## src/rtl/pito_apb_arbiter.sv

```systemverilog
`default_nettype none
// +--------------------------------------------------------------------------+
// | pito_apb_arbiter: round-robin share of one APB master among pito harts,  |
// | with a per-transfer ACCESS-phase watchdog.            Revision: 1.0      |
// +--------------------------------------------------------------------------+
module pito_apb_arbiter #(
  parameter int NUM_HARTS      = 8,
  parameter int ADDR_WIDTH     = 32,
  parameter int DATA_WIDTH     = 32,
  parameter int TIMEOUT_CYCLES = 1024
) (
  input  logic                            clk,
  input  logic                            rst_n,
  input  logic [NUM_HARTS-1:0]            req_valid,
  input  logic [NUM_HARTS-1:0]            req_write,
  input  logic [NUM_HARTS*ADDR_WIDTH-1:0] req_addr,
  input  logic [NUM_HARTS*DATA_WIDTH-1:0] req_wdata,
  output logic [NUM_HARTS-1:0]            req_ready,
  output logic [NUM_HARTS-1:0]            resp_valid,
  output logic [DATA_WIDTH-1:0]           resp_rdata,
  output logic                            resp_err,
  output logic [ADDR_WIDTH-1:0]           paddr,
  output logic                            psel,
  output logic                            penable,
  output logic                            pwrite,
  output logic [DATA_WIDTH-1:0]           pwdata,
  input  logic [DATA_WIDTH-1:0]           prdata,
  input  logic                            pready,
  input  logic                            pslverr
);

  localparam int c_hart_w = $clog2(NUM_HARTS);
  localparam int c_cnt_w  = (TIMEOUT_CYCLES > 0) ? $clog2(TIMEOUT_CYCLES + 1) : 1;
  localparam logic [c_cnt_w-1:0]   c_limit = c_cnt_w'(TIMEOUT_CYCLES);
  localparam logic [c_hart_w-1:0]  c_last  = c_hart_w'(NUM_HARTS - 1);
  localparam logic [NUM_HARTS-1:0] c_one   = NUM_HARTS'(1);

  typedef enum logic [1:0] {
    S_IDLE   = 2'd0,
    S_SETUP  = 2'd1,
    S_ACCESS = 2'd2
  } state_t;

  state_t                r_state, w_nxt_state;
  logic [c_hart_w-1:0]   r_rr_ptr, w_nxt_ptr;
  logic [c_hart_w-1:0]   r_hart, w_nxt_hart;
  logic [c_cnt_w-1:0]    r_cnt, w_nxt_cnt;
  logic [ADDR_WIDTH-1:0] w_nxt_paddr;
  logic [DATA_WIDTH-1:0] w_nxt_pwdata, w_nxt_rdata;
  logic                  w_nxt_psel, w_nxt_penable, w_nxt_pwrite, w_nxt_err;
  logic [NUM_HARTS-1:0]  w_nxt_resp_valid;

  logic [ADDR_WIDTH-1:0] w_addr  [NUM_HARTS];
  logic [DATA_WIDTH-1:0] w_wdata [NUM_HARTS];
  logic [c_hart_w-1:0]   w_gnt, w_gnt_hi, w_gnt_lo;
  logic                  w_found_hi, w_timeout;

  for (genvar h = 0; h < NUM_HARTS; h++) begin : g_unpack
    assign w_addr[h]  = req_addr[h*ADDR_WIDTH +: ADDR_WIDTH];
    assign w_wdata[h] = req_wdata[h*DATA_WIDTH +: DATA_WIDTH];
  end

  // Lowest requester at/above rr_ptr wins; otherwise wrap to the lowest overall.
  always_comb begin
    w_found_hi = 1'b0;
    w_gnt_hi   = '0;
    w_gnt_lo   = '0;
    for (int h = NUM_HARTS - 1; h >= 0; h--) begin
      if (req_valid[h]) w_gnt_lo = c_hart_w'(h);
      if (req_valid[h] && (c_hart_w'(h) >= r_rr_ptr)) begin
        w_found_hi = 1'b1;
        w_gnt_hi   = c_hart_w'(h);
      end
    end
    w_gnt = w_found_hi ? w_gnt_hi : w_gnt_lo;
  end

  assign req_ready = (rst_n && (r_state == S_IDLE) && (|req_valid)) ? (c_one << w_gnt) : '0;
  assign w_timeout = (TIMEOUT_CYCLES != 0) && (r_cnt == c_limit);

  always_comb begin
    w_nxt_state      = r_state;
    w_nxt_ptr        = r_rr_ptr;
    w_nxt_hart       = r_hart;
    w_nxt_cnt        = r_cnt;
    w_nxt_paddr      = paddr;
    w_nxt_pwrite     = pwrite;
    w_nxt_pwdata     = pwdata;
    w_nxt_psel       = psel;
    w_nxt_penable    = penable;
    w_nxt_resp_valid = '0;
    w_nxt_rdata      = '0;
    w_nxt_err        = 1'b0;
    case (r_state)
      S_IDLE: begin
        if (|req_valid) begin
          w_nxt_state   = S_SETUP;
          w_nxt_hart    = w_gnt;
          w_nxt_paddr   = w_addr[w_gnt];
          w_nxt_pwrite  = req_write[w_gnt];
          w_nxt_pwdata  = w_wdata[w_gnt];
          w_nxt_ptr     = (w_gnt == c_last) ? '0 : w_gnt + 1'b1;
          w_nxt_psel    = 1'b1;
          w_nxt_penable = 1'b0;
        end
      end
      S_SETUP: begin
        w_nxt_state   = S_ACCESS;
        w_nxt_penable = 1'b1;
        w_nxt_cnt     = '0;
      end
      S_ACCESS: begin
        // pready wins over a watchdog hit in the same cycle.
        if (pready) begin
          w_nxt_state      = S_IDLE;
          w_nxt_psel       = 1'b0;
          w_nxt_penable    = 1'b0;
          w_nxt_resp_valid = c_one << r_hart;
          w_nxt_rdata      = pwrite ? '0 : prdata;
          w_nxt_err        = pslverr;
        end else if (w_timeout) begin
          w_nxt_state      = S_IDLE;
          w_nxt_psel       = 1'b0;
          w_nxt_penable    = 1'b0;
          w_nxt_resp_valid = c_one << r_hart;
          w_nxt_err        = 1'b1;
        end else begin
          w_nxt_cnt = r_cnt + 1'b1;
        end
      end
      default: begin
        w_nxt_state   = S_IDLE;
        w_nxt_psel    = 1'b0;
        w_nxt_penable = 1'b0;
      end
    endcase
  end

  always_ff @(posedge clk or negedge rst_n) begin
    if (!rst_n) begin
      r_state    <= S_IDLE;
      r_rr_ptr   <= '0;
      r_hart     <= '0;
      r_cnt      <= '0;
      paddr      <= '0;
      pwrite     <= 1'b0;
      pwdata     <= '0;
      psel       <= 1'b0;
      penable    <= 1'b0;
      resp_valid <= '0;
      resp_rdata <= '0;
      resp_err   <= 1'b0;
    end else begin
      r_state    <= w_nxt_state;
      r_rr_ptr   <= w_nxt_ptr;
      r_hart     <= w_nxt_hart;
      r_cnt      <= w_nxt_cnt;
      paddr      <= w_nxt_paddr;
      pwrite     <= w_nxt_pwrite;
      pwdata     <= w_nxt_pwdata;
      psel       <= w_nxt_psel;
      penable    <= w_nxt_penable;
      resp_valid <= w_nxt_resp_valid;
      resp_rdata <= w_nxt_rdata;
      resp_err   <= w_nxt_err;
    end
  end

endmodule
`default_nettype wire

```

## config.mk

```make
export PLATFORM = sky130hd
export DESIGN_NAME = pito_apb_arbiter
export DESIGN_NICKNAME = d
export VERILOG_FILES = /design/src/rtl/pito_apb_arbiter.sv
export SDC_FILE = /design/constraint.sdc
export NUM_CORES = 1
export LEC_CHECK = 0
export ABC_AREA = 1
export BUFFER_PORTS_ARGS = -buffer_cell sky130_fd_sc_hd__buf_2
export CAP_MARGIN = 20
export CORE_AREA = 2 2 268 270
export DETAILED_ROUTE_END_ITERATION = 12
export DIE_AREA = 0 0 270 272
export PLACE_DENSITY = 0.44
export SKIP_CTS_REPAIR_TIMING = 1
export SYNTH_ARGS = -nofsm -noshare
export SYNTH_HDL_FRONTEND = slang
export SYNTH_SLANG_ARGS = --single-unit
```

## constraint.sdc

```tcl
create_clock -name clk -period 4.6 [get_ports clk]
set_input_delay 0.92 -clock clk [delete_from_list [all_inputs] [get_ports clk]]
set_output_delay 0.92 -clock clk [all_outputs]
set_load 0.1 [all_outputs]
```

==> results of run 1 <==
[power groups by stage]
stage          clock network [uW]  logic, uW  registers (uW)
2_1_floorplan                   0       4140            4020
3_3_place_gp                    0       8630            1740
3_5_place_dp                    0       8640            1750
4_1_cts                      1440       8650            1740
5_1_grt                      1470       9340            1780
6_report                     1370       8520            1730
[cell families (layout without fill, tap and decap cells)]
group	count (synthesis)	in the layout	synth area share, %
buffers and inverters	461	1057	17.7
and+or+nand+nor	1245	1245	50.9
xor gates and xnor gates	3	3	0.241
AOI/OAI and AO/OA	30	30	1.53
adders and majority gates	6	6	0.689
DFF	126	126	28.9
other	0	10	0
[final cells by class]
cell class,instances,area [um2],share of cell area [%]
Multi-Input combinational cell,1284,5910,37.5
Timing Repair Buffer,702,3720,23.6
Sequential cell,126,3150,20.0
Inverter,323,1210,7.70
Tap cell,950,1190,7.54
Clock buffer,19,453,2.87
Clock inverter,13,106,0.674
Antenna cell,10,25.0,0.159
[metrics by stage]
| stage | setup WS (ps) | instance area, um2 | total power (uW) | TNS, ps | hold slack, ps |
|---|---|---|---|---|---|
| floorplan | -569 | 10900 | 8160 | -1140 | 455 |
| global placement | 458 | 15200 | 10400 | 0 | 476 |
| detailed placement | 450 | 15200 | 10400 | 0 | 477 |
| CTS | 418 | 15700 | 11800 | 0 | 279 |
| global route | 178 | 15800 | 12600 | 0 | 301 |
| finish | 503 | 15800 | 11600 | 0 | 327 |
[sequential cells by signal, summed over array words and instances (netlist names)]
| register | count |
|---|---|
| resp_valid | 8 |
| pwrite | 1 |
| r_rr_ptr | 3 |
| penable | 1 |
| pwdata | 32 |
| paddr | 32 |
| r_state | 1 |
| resp_err | 1 |
| resp_rdata | 32 |
| r_cnt | 11 |
| psel | 1 |
| r_hart | 3 |
[layer usage]
layer / vias to the layer above / share of wire [%]
li1: 7086 / -
met1: 6531 / 43
met2: 463 / 48
met3: 79 / 6.5
met4: 24 / 2.1
met5: - / 0.28
[cell usage in the layout, fill, tap and decap left out, drive strengths merged]
cell and instances:
clkinv 7, buf 702, clkinvlp 2, a21o 1
dfrtp 126, o22ai 3, nand2 503, nor2 60
xor2 3, o21a 2, a21oi 10, nor3 19
a21boi 1, nand3 659, nand4 1, o21ai 12
inv 327, clkbuf 19, diode 10, nor4 2
ha 6, or2 1, o21bai 1
[worst paths after layout]
| kind | from | to | cells past startpoint |
|---|---|---|---|
| min reg2reg | paddr[17] | paddr[17] | 2 |
| max | req_valid[2] | req_ready[3] | 13 |
| max in group asynchronous | rst_n | paddr[21] | 2 |
| min | rst_n | resp_rdata[28] | 1 |
| min in group clk | paddr[17] | paddr[17] | 2 |
| max reg2reg | r_rr_ptr[2] | pwdata[13] | 17 |
==> impl_metrics.toml, run 1 <==
[global_route]
grtUsageMet1_pct = 19.4
grt-ovfl-total = 0
antenna_violations_before_repair = 25
grt.met3_usage_pct = 4.74
first_pass_grt_wire_length_mm = 88.2
vias_in_the_first_global_route = 14018
gr-usage-all-layers_pct = 15.8
met2_usage_pct = 26.5
maximum_number_of_pins_on_one_net_before_global_route_repair = 156
top_usage_layer = "met2"

[finish]
final_cell_count_no_fill = 3427
final_core_util_pct = 22.3
finish.net_count = 3024
final.fill_count = 8345
syn_to_final_growth_pct = 44.8
drive_above_1_share_pct = 30.5

[power_and_ir_drop]
internal-power_uw = 4180
power_density_mw_per_mm2 = 737
clockPowerShare_pct = 11.8
p_leak_uw = 0.00929
power_frac_comb_pct = 73.3
p_seq_share_pct = 14.9
switching_power_uw = 7430
worst_ir_drop_vdd_mv = 0.337
power.switching_fraction_pct = 64.0

[die]
floorplan.initialDensity_pct = 15.4
die_h_um = 272
core_area_mm2 = 0.0708
rows = 98
ios = 680
die-area_mm2 = 0.0734
chipWidth_um = 270

[drt]
antenna_violating_nets_post_route = 0
routed_wl_mm = 59.5
detail_route.drc_violations = 0
drt_pass_1_iters = 5
vias_per_cell = 4.14
route.vias.total = 14183
drt_iter0_drc = 653
detail_route.wl_per_cell_um = 17.3

[sta]
final_max_slew_viol_count = 0
relative_max_transition_margin_pct = 39.8
finalCritPeriodShare_pct = 89.1
final_hold_viol_count = 0
worst_clock_skew_ps = 20.9
clock.fmax_mhz = 244
grt_setup_unrepaired = "false"
tightestPinTransition_ps = 902
layout_min_cycle_time_ps = 4100
setup_violations = 0

[yosys]
cells_after_synth = 1871
ys_dominant_reg_cell = "sky130_fd_sc_hd__dfrtp_1"
async_flop_share_pct = 100
fraction_of_post_synthesis_cell_area_in_the_top_cell_type_by_area_pct = 30.2
synth_most_common_cell = "sky130_fd_sc_hd__nand3_1"
syn-mean-instance-area_um2 = 5.82
synth-seq-cells = 126
yosysSeqAreaShare_pct = 28.9
synth_top_cells_by_area = "sky130_fd_sc_hd__nand3_1 30%, sky130_fd_sc_hd__dfrtp_1 29%, sky130_fd_sc_hd__nand2_1 17%"
synth_top_cells_by_count = "658 x sky130_fd_sc_hd__nand3_1, 500 x sky130_fd_sc_hd__nand2_1, 321 x sky130_fd_sc_hd__inv_1"
synth.lib_cells_used.distinct = 28
synthDominantAreaCellType = "sky130_fd_sc_hd__nand3_1"
syn_nets = 2441
synth_enable_flop_cells = 0
yosys_warnings = 0
syn_area_mm2 = 0.0109

[flow_run]
cap_viol_max_count = 0

[setup_path]
crit_path_max_fanout = 39
cp.arrival_ps = 3180
cp_top_family = "simple AND/OR/NAND/NOR gates"
cp.buffers_inverters = 4
critical-path-max-stage-delay_ps = 340
r2r_slack_ps = 1290
timing.setup.critical_path_class = "input port to output pin"
worstPathCellList = "buf_2 > nand2_1 > nor2_1 > nor2_1 > nand2_1 > nor2_2 > o21ai_1 > nand2_8 > inv_4 > ha_1 > inv_1 > nor3_1 > buf_12"
cp.required_ps = 3680
slowest_stage_cell_cp = "sky130_fd_sc_hd__nor3_1"
cp_capture_type = "output pin"
startpoint_type = "input port"

[placement]
placement.io_buffers = 679
finalWeightedCongestion = 0.901
hpwlAfterDp_mm = 44.7
dp.cells = 3385

[clock_network]
ctsRootBufferMaster = "sky130_fd_sc_hd__clkbuf_16"
numCtsBuffers = 17
clk_latency_ps = 480
tritoncts = "done"
cts-root-to-sink-buffers = 2
h-tree-depth = 4
clkSlewWorstSetupHoldPaths_ps = 70
clock-sinks = 126

[outcome]
status = "complete, no violations"

[hold_path]
hold_class = "input port to asynchronous set/reset pin"
Note: power is estimated with default switching activity, not from simulation.
==> inputs of run 2 (changes only) <==
--- a/config.mk
+++ b/config.mk
@@ -6,7 +6,7 @@
 export NUM_CORES = 1
 export LEC_CHECK = 0
 export ABC_AREA = 1
-export BUFFER_PORTS_ARGS = -buffer_cell sky130_fd_sc_hd__buf_2
+export BUFFER_PORTS_ARGS = -buffer_cell sky130_fd_sc_hd__clkbuf_2
 export CAP_MARGIN = 20
 export CORE_AREA = 2 2 268 270
 export DETAILED_ROUTE_END_ITERATION = 12
==> impl_metrics.toml, run 2 (synthesis gave the netlist of run 1 again) <==
[clock_network]
numCtsBuffers = 17
clkSlewWorstSetupHoldPaths_ps = 70
ctsRootBufferMaster = "sky130_fd_sc_hd__clkbuf_16"
h-tree-depth = 4
tritoncts = "done"
cts-root-to-sink-buffers = 2
clk_latency_ps = 470
clock-sinks = 126

[finish]
finish.net_count = 3024
drive_above_1_share_pct = 30.4
syn_to_final_growth_pct = 45.1
regArea_mm2 = 0.00315
final.fill_count = 8282
top_regs = "paddr: 32 flops, pwdata: 32 flops, resp_rdata: 32 flops"
most-common-layout-cells = "670 x sky130_fd_sc_hd__clkbuf_2, 658 x sky130_fd_sc_hd__nand3_1, 499 x sky130_fd_sc_hd__nand2_1, 321 x sky130_fd_sc_hd__inv_1, 126 x sky130_fd_sc_hd__dfrtp_1"
multi_input_area_mm2 = 0.00591
mostFrequentLayoutCell = "sky130_fd_sc_hd__clkbuf_2"

[die]
rows = 98
die_h_um = 272
core_area_mm2 = 0.0708
chipWidth_um = 270
ios = 680
die-area_mm2 = 0.0734
floorplan.initialDensity_pct = 15.4

[sta]
hold_ws_ps = 393
layout_min_cycle_time_ps = 3930
worst_clock_skew_ps = 16.0
setup_violations = 0
finalCritPeriodShare_pct = 85.3
relative_max_transition_margin_pct = 30.2
final_max_slew_viol_count = 0
clock.fmax_mhz = 255
final_critical_path_setup_slack_ps = 674
grt_setup_unrepaired = "false"
tightestPinTransition_ps = 1050
final_hold_viol_count = 0

[setup_path]
cp.arrival_ps = 3010
cp_capture_type = "output pin"
timing.setup.critical_path_class = "input port to output pin"
crit_path_max_fanout = 19
cp_top_family = "compound AO/OA/AOI/OAI gates"
cp.required_ps = 3680
slowest_stage_cell_cp = "sky130_fd_sc_hd__a21boi_0"
startpoint_type = "input port"
cp.buffers_inverters = 5
worstPathCellList = "clkbuf_2 > inv_2 > nor2_1 > o21ai_1 > a21boi_0 > nand2_8 > inv_4 > ha_1 > inv_1 > nor3_1 > buf_12"
critical-path-max-stage-delay_ps = 530

[global_route]
antenna_violations_before_repair = 8
vias_in_the_first_global_route = 13839
gr-usage-all-layers_pct = 15.6
first_pass_grt_wire_length_mm = 87.0
grt-ovfl-total = 0
maximum_number_of_pins_on_one_net_before_global_route_repair = 181

[drt]
drt_pass_1_iters = 5
met3_length_mm = 3.71
routed_wl_mm = 58.5
detail_route.wl_per_cell_um = 17.1
met2_length_mm = 28.2
detail_route.wirelength.met1_mm = 25.5
vias_per_cell = 4.13
route.vias.total = 14130
drt_iter0_drc = 712
antenna_violating_nets_post_route = 0
topRoutingLayerUsed = "met5"
detail_route.drc_violations = 0

[power_and_ir_drop]
totalPowerFinal_uw = 11700
worst_ir_drop_vdd_mv = 0.548
p_leak_uw = 0.00938
power_density_mw_per_mm2 = 739

[placement]
place_ws_ps = 661
finalWeightedCongestion = 0.881
hpwlAfterDp_mm = 44.6
placement.io_buffers = 679

[hold_path]
hold_class = "input port to asynchronous set/reset pin"

[flow_run]
cap_viol_max_count = 0

[outcome]
status = "complete, no violations"
-- run 2: cell types whose count changed in the layout (fill, tap and decap cells not counted) --
cell,change
sky130_fd_sc_hd__clkbuf_1,+1
sky130_fd_sc_hd__inv_6,+2
sky130_fd_sc_hd__diode_2,-8
sky130_fd_sc_hd__buf_12,+2
sky130_fd_sc_hd__clkbuf_2,+670
sky130_fd_sc_hd__buf_2,-672
sky130_fd_sc_hd__clkinv_2,-1
sky130_fd_sc_hd__clkinv_4,-2
sky130_fd_sc_hd__clkinvlp_4,+1
sky130_fd_sc_hd__bufinv_16,+2
sky130_fd_sc_hd__clkbuf_8,-2
sky130_fd_sc_hd__inv_8,-1
-- run 2: cell type report --
type                            count  share of cell area (%)
Sequential cell                   126                    19.9
Clock inverter                     14                   0.997
Tap cell                          950                    7.52
Clock buffer                       18                    2.71
Timing Repair Buffer              702                    23.7
Multi-Input combinational cell   1284                    37.4
Antenna cell                        2                  0.0317
Inverter                          323                    7.69
-- run 2: metal layers --
layer	up-vias	track usage, %
met5	-	0
met3	56	3.99
met2	517	26.7
met1	6481	19.4
met4	8	4.02
li1	7068	-
-- run 2: path summary, 6_finish.rpt --
path                               from             end  slack [ps]  cells after the start
max                        req_valid[0]    req_ready[7]         670                     11
min                               rst_n  resp_rdata[21]         390                      1
max reg2reg                 r_rr_ptr[2]       pwdata[0]        1220                     17
min reg2reg                    paddr[7]        paddr[7]         490                      2
max in group asynchronous         rst_n       paddr[15]        2990                      2
min in group clk               paddr[7]        paddr[7]         490                      2
-- run 2: stage by stage --
stage	setup TNS (ps)	cells	utilization, %	cell area (um2)
after CTS	0	3417	22.3	15800
after detailed placement	0	3385	21.5	15200
after floorplan	-1140	1871	-	10900
final	0	3419	22.3	15800
after global placement	0	3385	21.5	15200
after global routing	0	3418	22.3	15800
-- run 2: power by group --
part | internal [uW] | total, uW | switching [uW]
Combinational | 1970 | 8520 | 6540
Clock | 806 | 1420 | 618
Sequential | 1500 | 1740 | 240
-- run 2: worst register-to-register path, stage by stage, from the launching register on --
cell	delay (ps)
sky130_fd_sc_hd__dfrtp_1	490
sky130_fd_sc_hd__nand3_1	140
sky130_fd_sc_hd__nand2_1	80
sky130_fd_sc_hd__nand2_1	50
sky130_fd_sc_hd__nand2_1	50
sky130_fd_sc_hd__nand2_1	40
sky130_fd_sc_hd__nand2_1	50
sky130_fd_sc_hd__nand2_1	40
sky130_fd_sc_hd__nand2_1	150
sky130_fd_sc_hd__nand2_8	190
sky130_fd_sc_hd__nand2_4	170
sky130_fd_sc_hd__buf_12	580
sky130_fd_sc_hd__buf_4	800
sky130_fd_sc_hd__nand2_1	120
sky130_fd_sc_hd__nand3_1	90
sky130_fd_sc_hd__nand2_1	90
sky130_fd_sc_hd__nand2_1	90
sky130_fd_sc_hd__nand3_1	70
==> inputs of run 3 (changes only) <==
==> constraint.sdc (replaced) <==
create_clock -name clk -period 4.6 [get_ports clk]
set_input_delay 0.23 -clock clk [delete_from_list [all_inputs] [get_ports clk]]
set_output_delay 0.23 -clock clk [all_outputs]
set_load 0.1 [all_outputs]
==> impl_metrics.toml, run 3 (synthesis gave the netlist of run 1 again) <==
[setup_path]
startpoint_type = "flop"
critPathCapture = "req_ready[3]"
crit_path_max_fanout = 39
timing.reg2reg.worst_path_depth = 12
timing.setup.critical_path_class = "flop to output pin"
critical_path.reg2reg.startpoint = "r_rr_ptr[0]"
cp.buffers_inverters = 2
cp_top_family = "simple AND/OR/NAND/NOR gates"
slowest_stage_cell_cp = "sky130_fd_sc_hd__nand2_4"
critical-path-max-stage-delay_ps = 560
crit_cells = 12
worstPathCellList = "nand2_1 > nand2_1 > nor2_1 > nor2_1 > nand2_1 > nor2_2 > nand3_4 > nand2_4 > ha_1 > inv_1 > nor3_1 > clkbuf_2"
cp.arrival_ps = 3420
r2r_slack_ps = 1490
cp_capture_type = "output pin"
r2r-end = "pwdata[22]"
cp.required_ps = 4370
startpoint = "r_rr_ptr[0]"
crit_top_cell = "sky130_fd_sc_hd__nand2_1"

[sta]
grt_setup_unrepaired = "false"
final_hold_viol_count = 0
finalCritPeriodShare_pct = 79.4
worst_clock_skew_ps = 19.9
final.setup.tns_ps = 0
relative_max_transition_margin_pct = 25.1
setup_violations = 0
clock.fmax_mhz = 274
tightestPinTransition_ps = 1120
final_max_slew_viol_count = 0
layout_min_cycle_time_ps = 3650

[drt]
detail_route.wl_per_cell_um = 16.8
detail_route.drc_violations = 0
vias_per_cell = 4.14
route.vias.total = 14296
antenna_violating_nets_post_route = 0
drt_pass_1_iters = 5
routed_wl_mm = 58.1
drt_iter0_drc = 810

[placement]
placement.io_buffers = 679
dp.cells = 3382
finalWeightedCongestion = 0.899
hpwlAfterDp_mm = 44.0

[global_route]
maximum_number_of_pins_on_one_net_before_global_route_repair = 144
gr-usage-all-layers_pct = 15.3
grt-ovfl-total = 0
first_pass_grt_wire_length_mm = 86.0
vias_in_the_first_global_route = 13855
antenna_violations_before_repair = 10

[power_and_ir_drop]
power_density_mw_per_mm2 = 732
p_leak_uw = 0.00950
worst_ir_drop_vdd_mv = 0.491

[die]
floorplan.initialDensity_pct = 15.4
chipWidth_um = 270
ios = 680
die-area_mm2 = 0.0734
rows = 98
die_h_um = 272
core_area_mm2 = 0.0708

[hold_path]
hold_class = "input port to flop"

[clock_network]
clkSlewWorstSetupHoldPaths_ps = 60
clk_latency_ps = 480
h-tree-depth = 4
tritoncts = "done"
ctsRootBufferMaster = "sky130_fd_sc_hd__clkbuf_16"
clock-sinks = 126
cts-root-to-sink-buffers = 2
numCtsBuffers = 17

[finish]
final_cell_count_no_fill = 3449
top_regs = "paddr: 32 flops, pwdata: 32 flops, resp_rdata: 32 flops"
drive_above_1_share_pct = 29.7
syn_to_final_growth_pct = 47.0
mostFrequentLayoutCell = "sky130_fd_sc_hd__clkbuf_2"
most-common-layout-cells = "678 x sky130_fd_sc_hd__clkbuf_2, 658 x sky130_fd_sc_hd__nand3_1, 499 x sky130_fd_sc_hd__nand2_1, 321 x sky130_fd_sc_hd__inv_1, 126 x sky130_fd_sc_hd__dfrtp_1"
finish.net_count = 3055

[flow_run]
cap_viol_max_count = 0

[outcome]
status = "complete, no violations"
-- run 3: metrics by stage --
stage	total power (uW)	hold slack [ps]	utilization (%)	instance area (um2)	setup slack, ps
4_1_cts	11900	-466	22.2	15700	880
6_report	11700	96.0	22.6	16000	950
3_5_place_dp	10400	81.3	21.3	15100	1440
3_3_place_gp	10400	82.2	21.3	15100	1450
5_1_grt	12700	79.1	22.6	16000	611
2_1_floorplan	8140	-65.6	-	10900	637
-- run 3: layout make-up --
cell class              instances  area (um2)
diodes                          1        2.50
clock buffers                  22         474
clock inverters                10         128
fillers                      8335       54700
inverters                     323        1220
multi-input cells            1284        5880
flip-flops and latches        126        3150
well taps                     950        1190
repair buffers                733        3970
-- run 3: worst min-delay path by stage --
stage | from | to | slack, ps | cells after the start
5_1_grt | pready | resp_err | 80 | 3
3_5_place_dp | rst_n | resp_rdata[28] | 80 | 1
3_3_place_gp | rst_n | resp_rdata[28] | 80 | 1
2_1_floorplan | rst_n | paddr[0] | -70 | 0
6_report | pready | resp_err | 100 | 3
4_1_cts | rst_n | resp_rdata[28] | -470 | 1
-- run 3: worst min-delay path: stages --
cell                       delay, ps
sky130_fd_sc_hd__clkbuf_2        100
sky130_fd_sc_hd__inv_1            70
sky130_fd_sc_hd__o21a_1          120
-- run 3: per-layer routing --
layer | share of wire [%] | vias up | GRT usage (%) | routed length, um
met5 | 0.15 | - | 0 | 86
met4 | 1.9 | 14 | 3.96 | 1100
met3 | 7.4 | 57 | 4.65 | 4310
met2 | 48 | 541 | 26.1 | 28100
met1 | 42 | 6551 | 18.6 | 24400
li1 | - | 7133 | - | -
-- run 3: where the power goes --
group / internal (uW) / leakage (uW) / switching [uW]
Combinational: 1950 / 0.00758 / 6560
Clock: 848 / 0.000288 / 615
Sequential: 1500 / 0.00163 / 250
Total: 4300 / 0.00950 / 7420
